File: src/rtl/gen_if_burst_accum.sv
// gen_if_burst_accum
// ------------------
// Sums bursts of exactly K unsigned W-bit samples taken over a valid/ready
// input. Each finished sum is offered on a valid/ready output port.
// K also picks the overflow arithmetic at elaboration time:
//   K > 12  : saturating sums. A sticky flag records any clamp in the burst.
//   K <= 12 : wrapping sums (mod 2^W). out_sat is always 0.
//
// Ports
//   clk       : rising-edge clock
//   rst_n     : asynchronous active-low reset
//   clear     : synchronous burst abort, honoured only while accumulating
//   in_valid  : sample valid
//   in_ready  : sample ready (combinational: accumulating and not clearing)
//   in_data   : sample value
//   out_valid : burst result valid
//   out_ready : burst result ready
//   out_data  : burst sum, meaningful only while out_valid is high
//   out_sat   : saturation happened somewhere in this burst
//   count     : samples accepted so far in the current burst
module gen_if_burst_accum #(
    parameter int K = 11,
    parameter int W = 32
) (
    input  logic         clk,
    input  logic         rst_n,
    input  logic         clear,
    input  logic         in_valid,
    output logic         in_ready,
    input  logic [W-1:0] in_data,
    output logic         out_valid,
    input  logic         out_ready,
    output logic [W-1:0] out_data,
    output logic         out_sat,
    output logic [7:0]   count
);

    localparam logic [7:0] K_C = 8'(K);

    typedef enum logic [0:0] {
        ST_ACC = 1'b0,
        ST_OUT = 1'b1
    } state_t;

    state_t         state_q,     state_d;
    logic [W-1:0]   acc_q,       acc_d;
    logic [7:0]     count_q,     count_d;
    logic           sticky_q,    sticky_d;
    logic           out_valid_q, out_valid_d;
    logic [W-1:0]   out_data_q,  out_data_d;
    logic           out_sat_q,   out_sat_d;

    logic [W-1:0]   sum_s;
    logic           clamp_s;
    logic           in_ready_s;
    logic           accept_s;
    logic [7:0]     count_inc_s;

    // The arithmetic mode is fixed per instance by K.
    if (K > 12) begin : g_sat
        logic [W:0] wide_s;

        // Saturating add: an extra carry bit detects overflow, which clamps to all ones.
        always_comb begin
            wide_s = {1'b0, acc_q} + {1'b0, in_data};
            if (wide_s[W]) begin
                sum_s   = {W{1'b1}};
                clamp_s = 1'b1;
            end else begin
                sum_s   = wide_s[W-1:0];
                clamp_s = 1'b0;
            end
        end
    end else begin : g_wrap
        // Wrapping add: the carry out is simply dropped.
        always_comb begin
            sum_s   = acc_q + in_data;
            clamp_s = 1'b0;
        end
    end

    // Handshake qualifiers for the input port.
    always_comb begin
        in_ready_s  = (state_q == ST_ACC) && !clear;
        accept_s    = in_valid && in_ready_s;
        count_inc_s = count_q + 8'd1;
    end

    // Next-state and datapath logic for the ACC/OUT burst machine.
    always_comb begin
        state_d     = state_q;
        acc_d       = acc_q;
        count_d     = count_q;
        sticky_d    = sticky_q;
        out_valid_d = out_valid_q;
        out_data_d  = out_data_q;
        out_sat_d   = out_sat_q;
        case (state_q)
            ST_ACC: begin
                if (clear) begin
                    acc_d    = {W{1'b0}};
                    count_d  = 8'd0;
                    sticky_d = 1'b0;
                end else if (accept_s) begin
                    acc_d    = sum_s;
                    count_d  = count_inc_s;
                    sticky_d = sticky_q | clamp_s;
                    // The completing sample is folded into the result on this same edge.
                    if (count_inc_s == K_C) begin
                        state_d     = ST_OUT;
                        out_valid_d = 1'b1;
                        out_data_d  = sum_s;
                        out_sat_d   = sticky_q | clamp_s;
                    end else begin
                        state_d     = ST_ACC;
                    end
                end else begin
                    state_d = ST_ACC;
                end
            end
            ST_OUT: begin
                // clear is deliberately ignored here so a finished burst is never lost.
                if (out_ready) begin
                    state_d     = ST_ACC;
                    out_valid_d = 1'b0;
                    acc_d       = {W{1'b0}};
                    count_d     = 8'd0;
                    sticky_d    = 1'b0;
                end else begin
                    state_d = ST_OUT;
                end
            end
            default: begin
                state_d     = ST_ACC;
                acc_d       = {W{1'b0}};
                count_d     = 8'd0;
                sticky_d    = 1'b0;
                out_valid_d = 1'b0;
            end
        endcase
    end

    // State and output registers with asynchronous reset.
    always_ff @(posedge clk or negedge rst_n) begin
        if (!rst_n) begin
            state_q     <= ST_ACC;
            acc_q       <= {W{1'b0}};
            count_q     <= 8'd0;
            sticky_q    <= 1'b0;
            out_valid_q <= 1'b0;
            out_data_q  <= {W{1'b0}};
            out_sat_q   <= 1'b0;
        end else begin
            state_q     <= state_d;
            acc_q       <= acc_d;
            count_q     <= count_d;
            sticky_q    <= sticky_d;
            out_valid_q <= out_valid_d;
            out_data_q  <= out_data_d;
            out_sat_q   <= out_sat_d;
        end
    end

    assign in_ready  = in_ready_s;
    assign out_valid = out_valid_q;
    assign out_data  = out_data_q;
    assign out_sat   = out_sat_q;
    assign count     = count_q;

endmodule

File: config.mk
export PLATFORM = sky130hd
export DESIGN_NAME = gen_if_burst_accum
export DESIGN_NICKNAME = d
export VERILOG_FILES = /design/src/rtl/gen_if_burst_accum.sv
export SDC_FILE = /design/constraint.sdc
export NUM_CORES = 1
export LEC_CHECK = 0
export BUFFER_PORTS_ARGS = -buffer_cell sky130_fd_sc_hd__buf_2
export CAP_MARGIN = 20
export CORE_MARGIN = 4
export CORE_UTILIZATION = 60
export CTS_BUF_LIST = sky130_fd_sc_hd__clkbuf_8
export DETAILED_ROUTE_END_ITERATION = 12
export PLACE_DENSITY = 0.81
export RECOVER_POWER = 50
export SYNTH_ARGS = -nofsm -noshare
export SYNTH_HDL_FRONTEND = slang
export SYNTH_SLANG_ARGS = --single-unit
File: constraint.sdc
create_clock -name clk -period 4.7 [get_ports clk]
set_input_delay 0.47 -clock clk [delete_from_list [all_inputs] [get_ports clk]]
set_output_delay 0.47 -clock clk [all_outputs]
set_load 0.005 [all_outputs]
==> summary.md <==
| Metric | Value |
|---|---|
| Status | `finished clean` |
| First-pass GRT wire length | `18400 um` |
| CTS max path bufs | `2` |
| Worst min-delay path class | `input pin to asynchronous set/reset pin` |
| CP Launch Type | `register` |
| # setup viols final | `0` |
| Met1 GRT Util | `35.9%` |
| DRC | `0` |
| Root Driver | `clkbuf_8` |
| Most frequent cell after synthesis | `dfrtp_1` |
| Antenna diodes | `0` |
| Max incr delay on CP | `0.41 ns` |
| Mapped Area | `0.00466 mm^2` |
| Die height | `96.1 um` |
| Clk_lat worst skew | `0.36 ns` |
| Slew @ Worst Pin | `0.918 ns` |
| CP endpoint | `acc_q[28]$_DFFE_PN0P_` |
| Critical Path, Cell by Cell | `ha_1 > fa_1 > a21o_1 > a221oi_2 > or3_4 > a21boi_2 > o2111a_2 > o2111a_1 > or3_1 > a32o_1` |
| Wirelength per Cell | `17.0 um` |
| Num CTS Buffers | `9` |
| Type of the worst setup path | `register to register` |
| Leak | `0.00269 uW` |
| Die X | `96.1 um` |
| I/O Buffers | `78` |
| Slowest CP cell | `fa_1` |
| Initial core utilization | `62.9%` |
| Period utilisation layout | `67.7%` |
| Placement Setup Slack | `1.33 ns` |
| Layout Skew | `0.0121 ns` |
| Routed vias | `3986` |
| Clock sinks | `74` |
| Fin nets | `619` |
| Share of cells above drive strength 1 | `21.9%` |
| Grt peak-use layer | `met2` |
| Max Cap Viol | `0` |
| WP data arrival | `3.43 ns` |
| Area Overhead vs Synth | `13.6%` |
| Gpl congestion | `0.932` |
| P per Cell Area | `329 mW/mm^2` |
| RR Startpoint | `acc_q[0]$_DFFE_PN0P_` |
| Tmin final | `3.18 ns` |
| GR Overflow Total | `0` |
| Fin worst setup slack | `1.52 ns` |
| Syn Area/Cell | `9.68 um^2` |
| Top Ports | `80` |
| GR Util met3 | `3.99%` |
| Core area | `0.00741 mm^2` |
| RSZ-0062 raised after global routing | `no` |
| VDD IR max | `0.000207 V` |
| Main synth FF type | `dfrtp_1` |
| Final Routed Wirelength | `11100 um` |
| Reg clk slew, reported paths | `0.09 ns` |
| EDFF count, synth | `0` |
| Syn Inst Count | `481` |
| Row cnt | `31` |
| Synthesized net count | `552` |
| Die area | `0.00924 mm^2` |
| Worst slew margin relative to its limit | `38.8%` |
| H-tree level count | `3` |
| Post-synthesis sequential area ratio | `39.8%` |
| Total GRT Usage | `25.6%` |
| Synth cell count leaders | `74 x dfrtp_1, 49 x nand2_1, 34 x a21oi_1` |
| Dpl hpwl | `7890 um` |
| Cell taking the most area after synthesis | `dfrtp_1` |
| Final antenna-violating net count | `0` |
| Share of the synthesized area in the top cell type | `39.8%` |
| Post_cts resized | `0` |
| TNS Setup | `0 ns` |
| Detailed-route vias per instance | `6.12` |
| Synth Warn # | `0` |
| Final Hold Viols | `0` |
| Crit path max fanout | `4` |
| Antenna violations before repair | `0` |
| Critical Path RT | `4.95 ns` |
| Vias in the first global route | `3797` |
| Largest net degree at the start of global routing | `75` |
| CTS tree | `done` |
| Initial drt markers | `245` |
| Buffers inserted during post-CTS setup optimization | `0` |
| Slew Viols, Final | `0` |
| Yosys reg bits | `74` |
| Pre-antenna DRT Iters | `4` |
| Reg-to-reg endpoint | `acc_q[28]$_DFFE_PN0P_` |
| Crit end category | `register` |
| Cells taking the most area after synthesis | `dfrtp_1 40%, ha_1 8.9%, mux2_2 5.1%, nand2_1 3.9%, a22o_1 3.8%` |
| Hold buffers post-CTS | `0` |
| Grt met2 use | `40.1%` |
| FMAX | `0.314 GHz` |
| Count of different cell masters after synthesis | `59` |
| CP startpoint | `acc_q[0]$_DFFE_PN0P_` |
| Setup slack, reg-to-reg | `1.52 ns` |
| Async set-reset flop share out of synthesis | `100%` |
| R2R depth | `10` |
[cell usage in the layout (no fill, tap or decap), types with 5 or more instances in the layout]
master | synthesis | final
nor3_1 | 6 | 6
and3_1 | 6 | 6
a21o_1 | 15 | 15
o21ai_0 | 29 | 29
a22o_1 | 20 | 20
clkbuf_8 | 0 | 10
buf_2 | 0 | 69
o31ai_1 | 13 | 12
inv_1 | 12 | 13
xor2_1 | 7 | 7
mux2_2 | 21 | 21
o211ai_1 | 5 | 5
nand2_1 | 49 | 49
o21a_1 | 5 | 5
a21oi_1 | 34 | 34
nor2_1 | 20 | 20
ha_1 | 33 | 33
nand4_1 | 8 | 8
nand3_1 | 12 | 12
nand2b_1 | 5 | 5
dfrtp_1 | 74 | 74
a31oi_1 | 5 | 5
xnor2_1 | 16 | 16
clkbuf_1 | 24 | 8
[flip-flops by register name, summed over array words and instances, names as in the netlist]
signal	flops
count	8
out_data	32
state_q	1
out_valid	1
acc_q	32
[worst max-delay path, delay by kind of cell, from the launching register on]
kind                       cells  cell delay, ns
adders and majority gates      2            0.62
AOI/OAI and AO/OA              6            1.49
and+or+nand+nor                2            0.57
DFF                            1            0.39
[where the power goes]
part           internal [uW]  switching [uW]
Clock                    201             243
Combinational            239             345
Sequential               682            30.9
Total                   1120             619
[kinds of logic after synthesis]
logic type                 count (synthesis)  synth area share (%)
AOI/OAI and AO/OA                        164                  24.7
xor gates and xnor gates                  24                  4.81
adders and majority gates                 34                  9.29
buffers and inverters                     37                  3.06
DFF                                       74                  39.8
muxes                                     21                  5.08
other                                      1                0.0805
and+or+nand+nor                          126                  13.2
[routing by layer]
| layer | routed length, um | part of all wire, % | vias to the layer above |
|---|---|---|---|
| met3 | 582 | 5.3 | 20 |
| met4 | 191 | 1.7 | 0 |
| li1 | - | - | 1929 |
| met5 | 0 | 0 | - |
| met1 | 5060 | 46 | 1912 |
| met2 | 5230 | 47 | 125 |
[final cells by class]
type | instances | area [um^2]
multi-input cells | 370 | 2700
repair buffers | 81 | 405
well taps | 99 | 124
flip-flops and latches | 74 | 1850
fillers | 593 | 2120
clock buffers | 10 | 138
clock inverters | 5 | 32.5
inverters | 12 | 45.0
[how the worst min path moves through the flow]
| stage | cells past startpoint | start | end | slack (ns) |
|---|---|---|---|---|
| after floorplan | 0 | rst_n | acc_q[0]$_DFFE_PN0P_ | 0.17 |
| after global placement | 2 | out_valid$_DFFE_PN0P_ | out_valid$_DFFE_PN0P_ | 0.45 |
| after detailed placement | 2 | out_data[13]$_DFFE_PN0P_ | out_data[13]$_DFFE_PN0P_ | 0.47 |
| after CTS | 1 | rst_n | count[6]$_DFFE_PN0P_ | 0.27 |
| after global routing | 1 | rst_n | count[6]$_DFFE_PN0P_ | 0.30 |
| final | 1 | rst_n | count[2]$_DFFE_PN0P_ | 0.22 |
[stage by stage]
stage	total power, uW	area (um^2)	hold WS [ns]	cells	util, %
floorplan	1150	4660	0.174	481	-
global placement	1280	5130	0.455	636	69.3
detailed placement	1290	5130	0.465	636	69.3
CTS	1740	5300	0.271	651	71.6
global route	1850	5290	0.305	651	71.4
finish	1740	5290	0.222	651	71.4
(Power assumes the default switching activity.)
